### src/rtl/mad_result_scheduler_if.sv
// Result-path bundle between the block-matching engine and the result scheduler.
// The master modport drives search control and candidates; the slave modport returns the serial result.
interface mad_result_scheduler_if #(
  parameter int COORD_W = 8,
  parameter int MAD_W   = 12
);
  logic               block_start;
  logic               cand_valid;
  logic [COORD_W-1:0] coordinate;
  logic [MAD_W-1:0]   mad;
  logic               block_end;
  logic               serialport;
  logic               busy;
  logic               overrun;

  modport master (
    output block_start, cand_valid, coordinate, mad, block_end,
    input  serialport, busy, overrun
  );

  modport slave (
    input  block_start, cand_valid, coordinate, mad, block_end,
    output serialport, busy, overrun
  );
endinterface

### src/rtl/mad_result_scheduler.sv
// Tracks the minimum-MAD candidate of a search and sends {coordinate, mad} as a framed serial word.
// Optional macro PARITY_EN inserts an even-parity bit between the last data bit and the stop bit.
module mad_result_scheduler #(
  parameter int COORD_W      = 8,
  parameter int MAD_W        = 12,
  parameter int CLKS_PER_BIT = 4
) (
  input logic                   clk,
  input logic                   rst_n,
  mad_result_scheduler_if.slave bus
);

  localparam int DATA_W = COORD_W + MAD_W;
`ifdef PARITY_EN
  localparam int PAR_W = 1;
`else
  localparam int PAR_W = 0;
`endif
  localparam int FRAME_W = DATA_W + 2 + PAR_W;
  localparam int BIT_CW  = $clog2(FRAME_W);
  localparam int CLK_CW  = (CLKS_PER_BIT > 1) ? $clog2(CLKS_PER_BIT) : 1;
  localparam logic [BIT_CW-1:0] LAST_BIT = BIT_CW'(FRAME_W - 1);
  localparam logic [CLK_CW-1:0] LAST_CLK = CLK_CW'(CLKS_PER_BIT - 1);

  typedef enum logic [1:0] {IDLE, SEARCH, SHIFT} state_t;

  state_t             state;
  logic [COORD_W-1:0] best_coord;
  logic [MAD_W-1:0]   best_mad;
  logic [FRAME_W-2:0] shift_reg;
  logic [BIT_CW-1:0]  bit_cnt;
  logic [CLK_CW-1:0]  clk_cnt;
  logic               serial_q;
  logic               busy_q;
  logic               overrun_q;

  logic               cand_better;
  logic [DATA_W-1:0]  final_word;
  logic [FRAME_W-1:0] frame;

  // A candidate arriving together with block_end still competes for the final word.
  always_comb begin
    cand_better = bus.cand_valid && (bus.mad < best_mad);
    final_word  = cand_better ? {bus.coordinate, bus.mad} : {best_coord, best_mad};
`ifdef PARITY_EN
    frame = {1'b0, final_word, ^final_word, 1'b1};
`else
    frame = {1'b0, final_word, 1'b1};
`endif
  end

  always_ff @(posedge clk or negedge rst_n) begin
    if (!rst_n) begin
      state      <= IDLE;
      best_coord <= '0;
      best_mad   <= '1;
      shift_reg  <= '0;
      bit_cnt    <= '0;
      clk_cnt    <= '0;
      serial_q   <= 1'b1;
      busy_q     <= 1'b0;
      overrun_q  <= 1'b0;
    end else begin
      overrun_q <= 1'b0;
      case (state)
        IDLE: begin
          if (bus.block_start) begin
            best_coord <= '0;
            best_mad   <= '1;
            state      <= SEARCH;
          end
        end
        SEARCH: begin
          if (bus.block_start) begin
            best_coord <= '0;
            best_mad   <= '1;
          end else if (bus.block_end) begin
            {best_coord, best_mad} <= final_word;
            serial_q  <= frame[FRAME_W-1];
            shift_reg <= frame[FRAME_W-2:0];
            bit_cnt   <= '0;
            clk_cnt   <= '0;
            busy_q    <= 1'b1;
            state     <= SHIFT;
          end else if (cand_better) begin
            best_coord <= bus.coordinate;
            best_mad   <= bus.mad;
          end
        end
        SHIFT: begin
          overrun_q <= bus.block_start | bus.block_end;
          if (clk_cnt == LAST_CLK) begin
            clk_cnt <= '0;
            if (bit_cnt == LAST_BIT) begin
              bit_cnt  <= '0;
              serial_q <= 1'b1;
              busy_q   <= 1'b0;
              state    <= IDLE;
            end else begin
              bit_cnt   <= bit_cnt + 1'b1;
              serial_q  <= shift_reg[FRAME_W-2];
              shift_reg <= {shift_reg[FRAME_W-3:0], 1'b0};
            end
          end else begin
            clk_cnt <= clk_cnt + 1'b1;
          end
        end
        default: state <= IDLE;
      endcase
    end
  end

  assign bus.serialport = serial_q;
  assign bus.busy       = busy_q;
  assign bus.overrun    = overrun_q;

endmodule

### src/flat_wrapper.sv
// flat-port wrapper written by rule: the top's interface ports become plain ports
module mad_result_scheduler_flat 
#(
  parameter int COORD_W      = 8,
  parameter int MAD_W        = 12,
  parameter int CLKS_PER_BIT = 4
)
  (clk, rst_n, bus_block_start, bus_cand_valid, bus_coordinate, bus_mad, bus_block_end, bus_serialport, bus_busy, bus_overrun);
  mad_result_scheduler_if #(.COORD_W(COORD_W), .MAD_W(MAD_W)) bus_i ();
  input logic clk;
  input logic rst_n;
  input wire logic [$bits(bus_i.block_start)-1:0] bus_block_start;
  input wire logic [$bits(bus_i.cand_valid)-1:0] bus_cand_valid;
  input wire logic [$bits(bus_i.coordinate)-1:0] bus_coordinate;
  input wire logic [$bits(bus_i.mad)-1:0] bus_mad;
  input wire logic [$bits(bus_i.block_end)-1:0] bus_block_end;
  output wire logic [$bits(bus_i.serialport)-1:0] bus_serialport;
  output wire logic [$bits(bus_i.busy)-1:0] bus_busy;
  output wire logic [$bits(bus_i.overrun)-1:0] bus_overrun;
  assign bus_i.block_start = bus_block_start;
  assign bus_i.cand_valid = bus_cand_valid;
  assign bus_i.coordinate = bus_coordinate;
  assign bus_i.mad = bus_mad;
  assign bus_i.block_end = bus_block_end;
  assign bus_serialport = bus_i.serialport;
  assign bus_busy = bus_i.busy;
  assign bus_overrun = bus_i.overrun;
  mad_result_scheduler #(.COORD_W(COORD_W), .MAD_W(MAD_W), .CLKS_PER_BIT(CLKS_PER_BIT)) u_core (.clk(clk), .rst_n(rst_n), .bus(bus_i));
endmodule
### config.mk
export PLATFORM = sky130hd
export DESIGN_NAME = mad_result_scheduler_flat
export DESIGN_NICKNAME = d
export VERILOG_FILES = /design/src/rtl/mad_result_scheduler_if.sv /design/src/rtl/mad_result_scheduler.sv /design/src/flat_wrapper.sv
export SDC_FILE = /design/constraint.sdc
export NUM_CORES = 1
export LEC_CHECK = 0
export CAP_MARGIN = 20
export CORE_MARGIN = 5
export CORE_UTILIZATION = 45
export CTS_CLUSTER_SIZE = 10
export DETAILED_ROUTE_END_ITERATION = 16
export PLACE_DENSITY = 0.66
export SYNTH_ARGS = -nofsm -noshare
export SYNTH_HDL_FRONTEND = slang
export SYNTH_SLANG_ARGS = --single-unit
### constraint.sdc
create_clock -name clk -period 2.6 [get_ports clk]
set_input_delay 0.39 -clock clk [delete_from_list [all_inputs] [get_ports clk]]
set_output_delay 0.39 -clock clk [all_outputs]
set_load 0.01 [all_outputs]
==> results_dict.tcl <==
set metrics [dict create \
    ys_ff_latch 53 \
    worst_pin_slew_ns 0.910 \
    cts.sinks 53 \
    cts_buffers 5 \
    synth_top_family_by_area "compound AO/OA/AOI/OAI gates" \
    cts_tree "done" \
    power_density_nw_per_um2 720 \
    r2r_cells 7 \
    fin_skew_ns 0.00781 \
    dieArea_um2 8310 \
    largest_reg_flops 21 \
    num_vias 2633 \
    postSynthCellCount 337 \
    drc 0 \
    antenna_found_initial 0 \
    cts-htree-levels 2 \
    muxShareOfSynthArea_pct 0 \
    grt_setup_unrepaired "false" \
    avgSynthCellArea_um2 8.80 \
    clkPwrFrac_pct 18.4 \
    die_w_um 91.2 \
    final_cells 448 \
    dieHeight_um 91.2 \
    p_sw_share_pct 35.0 \
    wl_per_cell_um 16.5 \
    clock-root-buffer "clkbuf_8" \
    synth_nets 376 \
    grt_max_degree 44 \
    gr-total-overflow 0 \
    yosysSeqAreaShare_pct 45.3 \
    placed_cells 440 \
    first_iter_violations 208 \
    synth_edf_count 0 \
    drv_slew 0 \
    fmax_mhz 411 \
    async_flop_share_pct 100 \
    synthAdderAreaFrac_pct 5.91 \
    worstReg2RegStart "u_core.best_mad[10]" \
    power_frac_comb_pct 32.8 \
    finalWirelength_mm 7.41 \
    final_nets 409 \
    clk_path_buf_depth 2 \
    hold_viol 0 \
    drt_first_pass_iters 5 \
    yosys.area_share.simple_pct 16.5 \
    synth_top_area_share_pct 33.8 \
    synth_cell_types 38 \
    drive_gt1_share_pct 13.5 \
    cts_hold_buf 0 \
    core_area_um2 6390 \
    grt_pass1_vias 2595 \
    nFillCells 609 \
    start_util_pct 46.4 \
    vias_per_cell 5.88 \
    synth_area_leaders "dfrtp_1 (34%), dfstp_2 (12%), o21ai_0 (9.6%), ha_1 (5.9%), nand2_1 (4.3%)" \
    syn-cell-area_um2 2970 \
    endpoint_kind "register" \
    seqPwrFrac_pct 48.8 \
    crit_type "register to register" \
    fin_crit_ns 2.44 \
    grt_pass1_wl_mm 12.8 \
    ir_drop_mv 0.444 \
    switchingPower_uw 878 \
    worstPathRequired_ns 2.80 \
    synth_xor_area_share_pct 0 \
    path_clk_slew_ns 0.10 \
    synth_compound_area_share_pct 26.6 \
    grtUsageTotal_pct 18.4 \
    hp-class "primary input to asynchronous set/reset pin" \
    r2r_end "u_core.best_coord[2]" \
    maxCapViolCount 0 \
    reg2reg_slack_ns 0.16 \
    rows 29 \
    cellLeakagePower_uw 0.00148 \
    gp_congestion 0.815 \
    worstPathArrival_ns 2.63 \
    internal_power_uw 1630 \
    critPathMaxFanout 8 \
    n_antenna_cell 0 \
    ant_nets 0 \
    setup_viol 0 \
    ys.warnings.count 0 \
    syn2layout_area_growth_pct 17.4 \
    slew-limit-headroom_pct 39.1 \
    synth_top_area_cell "dfrtp_1" \
    dp_hpwl_mm 5.16 \
    hold_slack_ns 0.0688 \
    status "completed" \
    period_share_pct 93.7 \
    clkLatencyLatePin_ns 0.31 \
    critPathLaunchType "register" \
    io_pins 28 \
    portBuffers 27 \
    synth_flop_cell "dfrtp_1" \
]
## cell usage in the layout, fill, tap and decap left out
cell type | Yosys | routed
a21o_1 | 1 | 1
a21oi_1 | 6 | 6
a22oi_1 | 1 | 1
a31oi_1 | 20 | 20
a32o_1 | 8 | 8
and2_2 | 1 | 1
and3_1 | 2 | 2
and4bb_2 | 1 | 1
buf_2 | 5 | 1
buf_4 | 0 | 24
clkbuf_1 | 17 | 2
clkbuf_8 | 0 | 5
clkdlybuf4s50_1 | 0 | 26
clkinvlp_4 | 0 | 1
dfrtp_1 | 40 | 40
dfstp_2 | 13 | 13
ha_1 | 14 | 14
inv_1 | 15 | 15
nand2_1 | 34 | 34
nand2b_1 | 2 | 2
nand3_1 | 25 | 25
nand4_1 | 2 | 2
nand4b_1 | 1 | 1
nor2_1 | 29 | 29
nor2b_1 | 1 | 1
nor3_1 | 2 | 2
nor3_4 | 0 | 1
nor3b_1 | 2 | 2
nor4_2 | 1 | 1
o2111a_1 | 1 | 1
o2111ai_2 | 1 | 1
o211ai_1 | 1 | 1
o21a_1 | 1 | 1
o21ai_0 | 57 | 57
o21ai_1 | 12 | 12
o21ai_2 | 1 | 1
o21bai_1 | 1 | 1
o31ai_1 | 2 | 2
o32a_1 | 12 | 12
or3_1 | 1 | 1
## cells by family (layout without fill, tap and decap cells)
logic type,count (synthesis),in the layout
compound gates,125,125
fa+ha+maj,14,14
buf+inv,40,74
flops,53,53
simple gates,105,105
## stage by stage
step           area (um2)  total power (uW)  TNS, ns  setup WS, ns  util [%]
3_3_place_gp         3390              2030    -1.55        -0.103      53.1
2_1_floorplan        2970              1790        0         0.416         -
6_report             3480              2510        0         0.164      54.5
5_1_grt              3480              2720        0        0.0274      54.5
3_5_place_dp         3390              2060    -2.06        -0.141      53.1
4_1_cts              3480              2520        0         0.111      54.4
## critical path, stage by stage, from the launching register on
cell	delay [ns]
dfstp_2	0.56
inv_1	0.04
ha_1	0.30
and3_1	0.19
o21ai_2	0.17
o2111ai_2	0.22
or3_1	0.56
a32o_1	0.31
## per-layer routing
layer / up-vias / GRT usage, % / share of wire, %
met1: 1277 / 26.5 / 48
li1: 1300 / - / -
met5: - / 0 / 0
met4: 0 / 6.23 / 1.4
met3: 9 / 2.48 / 3.8
met2: 47 / 28.5 / 47
## power groups by stage
stage | clock (uW) | sequential (uW) | combinational, uW
after floorplan | 0 | 1190 | 595
after global placement | 0 | 1230 | 798
after detailed placement | 0 | 1240 | 820
after CTS | 474 | 1220 | 825
after global routing | 510 | 1250 | 951
final | 461 | 1220 | 822
## Yosys cell counts (6+ instances only)
master / n
nand2_1: 34
nand3_1: 25
a32o_1: 8
o21ai_1: 12
a31oi_1: 20
inv_1: 15
clkbuf_1: 17
o21ai_0: 57
dfrtp_1: 40
a21oi_1: 6
ha_1: 14
o32a_1: 12
dfstp_2: 13
nor2_1: 29
## area by class of cell
type / count / area (um2) / area share (%)
Sequential cell: 53 / 1340 / 38.6
Inverter: 15 / 56.3 / 1.62
Timing Repair Buffer: 51 / 445 / 12.8
Clock buffer: 7 / 76.3 / 2.19
Tap cell: 77 / 96.3 / 2.77
Multi-Input combinational cell: 244 / 1460 / 41.9
Clock inverter: 1 / 7.51 / 0.216
## worst max path at each step
stage                                    from                   end  cells after the start
after floorplan           u_core.best_mad[10]  u_core.best_coord[0]                      8
after global placement            bus_mad[10]    u_core.best_mad[5]                      7
after global routing      u_core.best_mad[10]  u_core.best_coord[3]                      7
after detailed placement          bus_mad[10]   u_core.best_mad[11]                      7
after CTS                 u_core.best_mad[10]    u_core.best_mad[3]                      7
final                     u_core.best_mad[10]  u_core.best_coord[2]                      7
## what timing repair did
| item | CTS | global route |
|---|---|---|
| gates resized for setup | 0 | 1 |
| buffers inserted | 0 | 0 |
| endpoints found under the setup margin | 0 | 12 |
No activity file was read; power rests on OpenSTA's default activity.
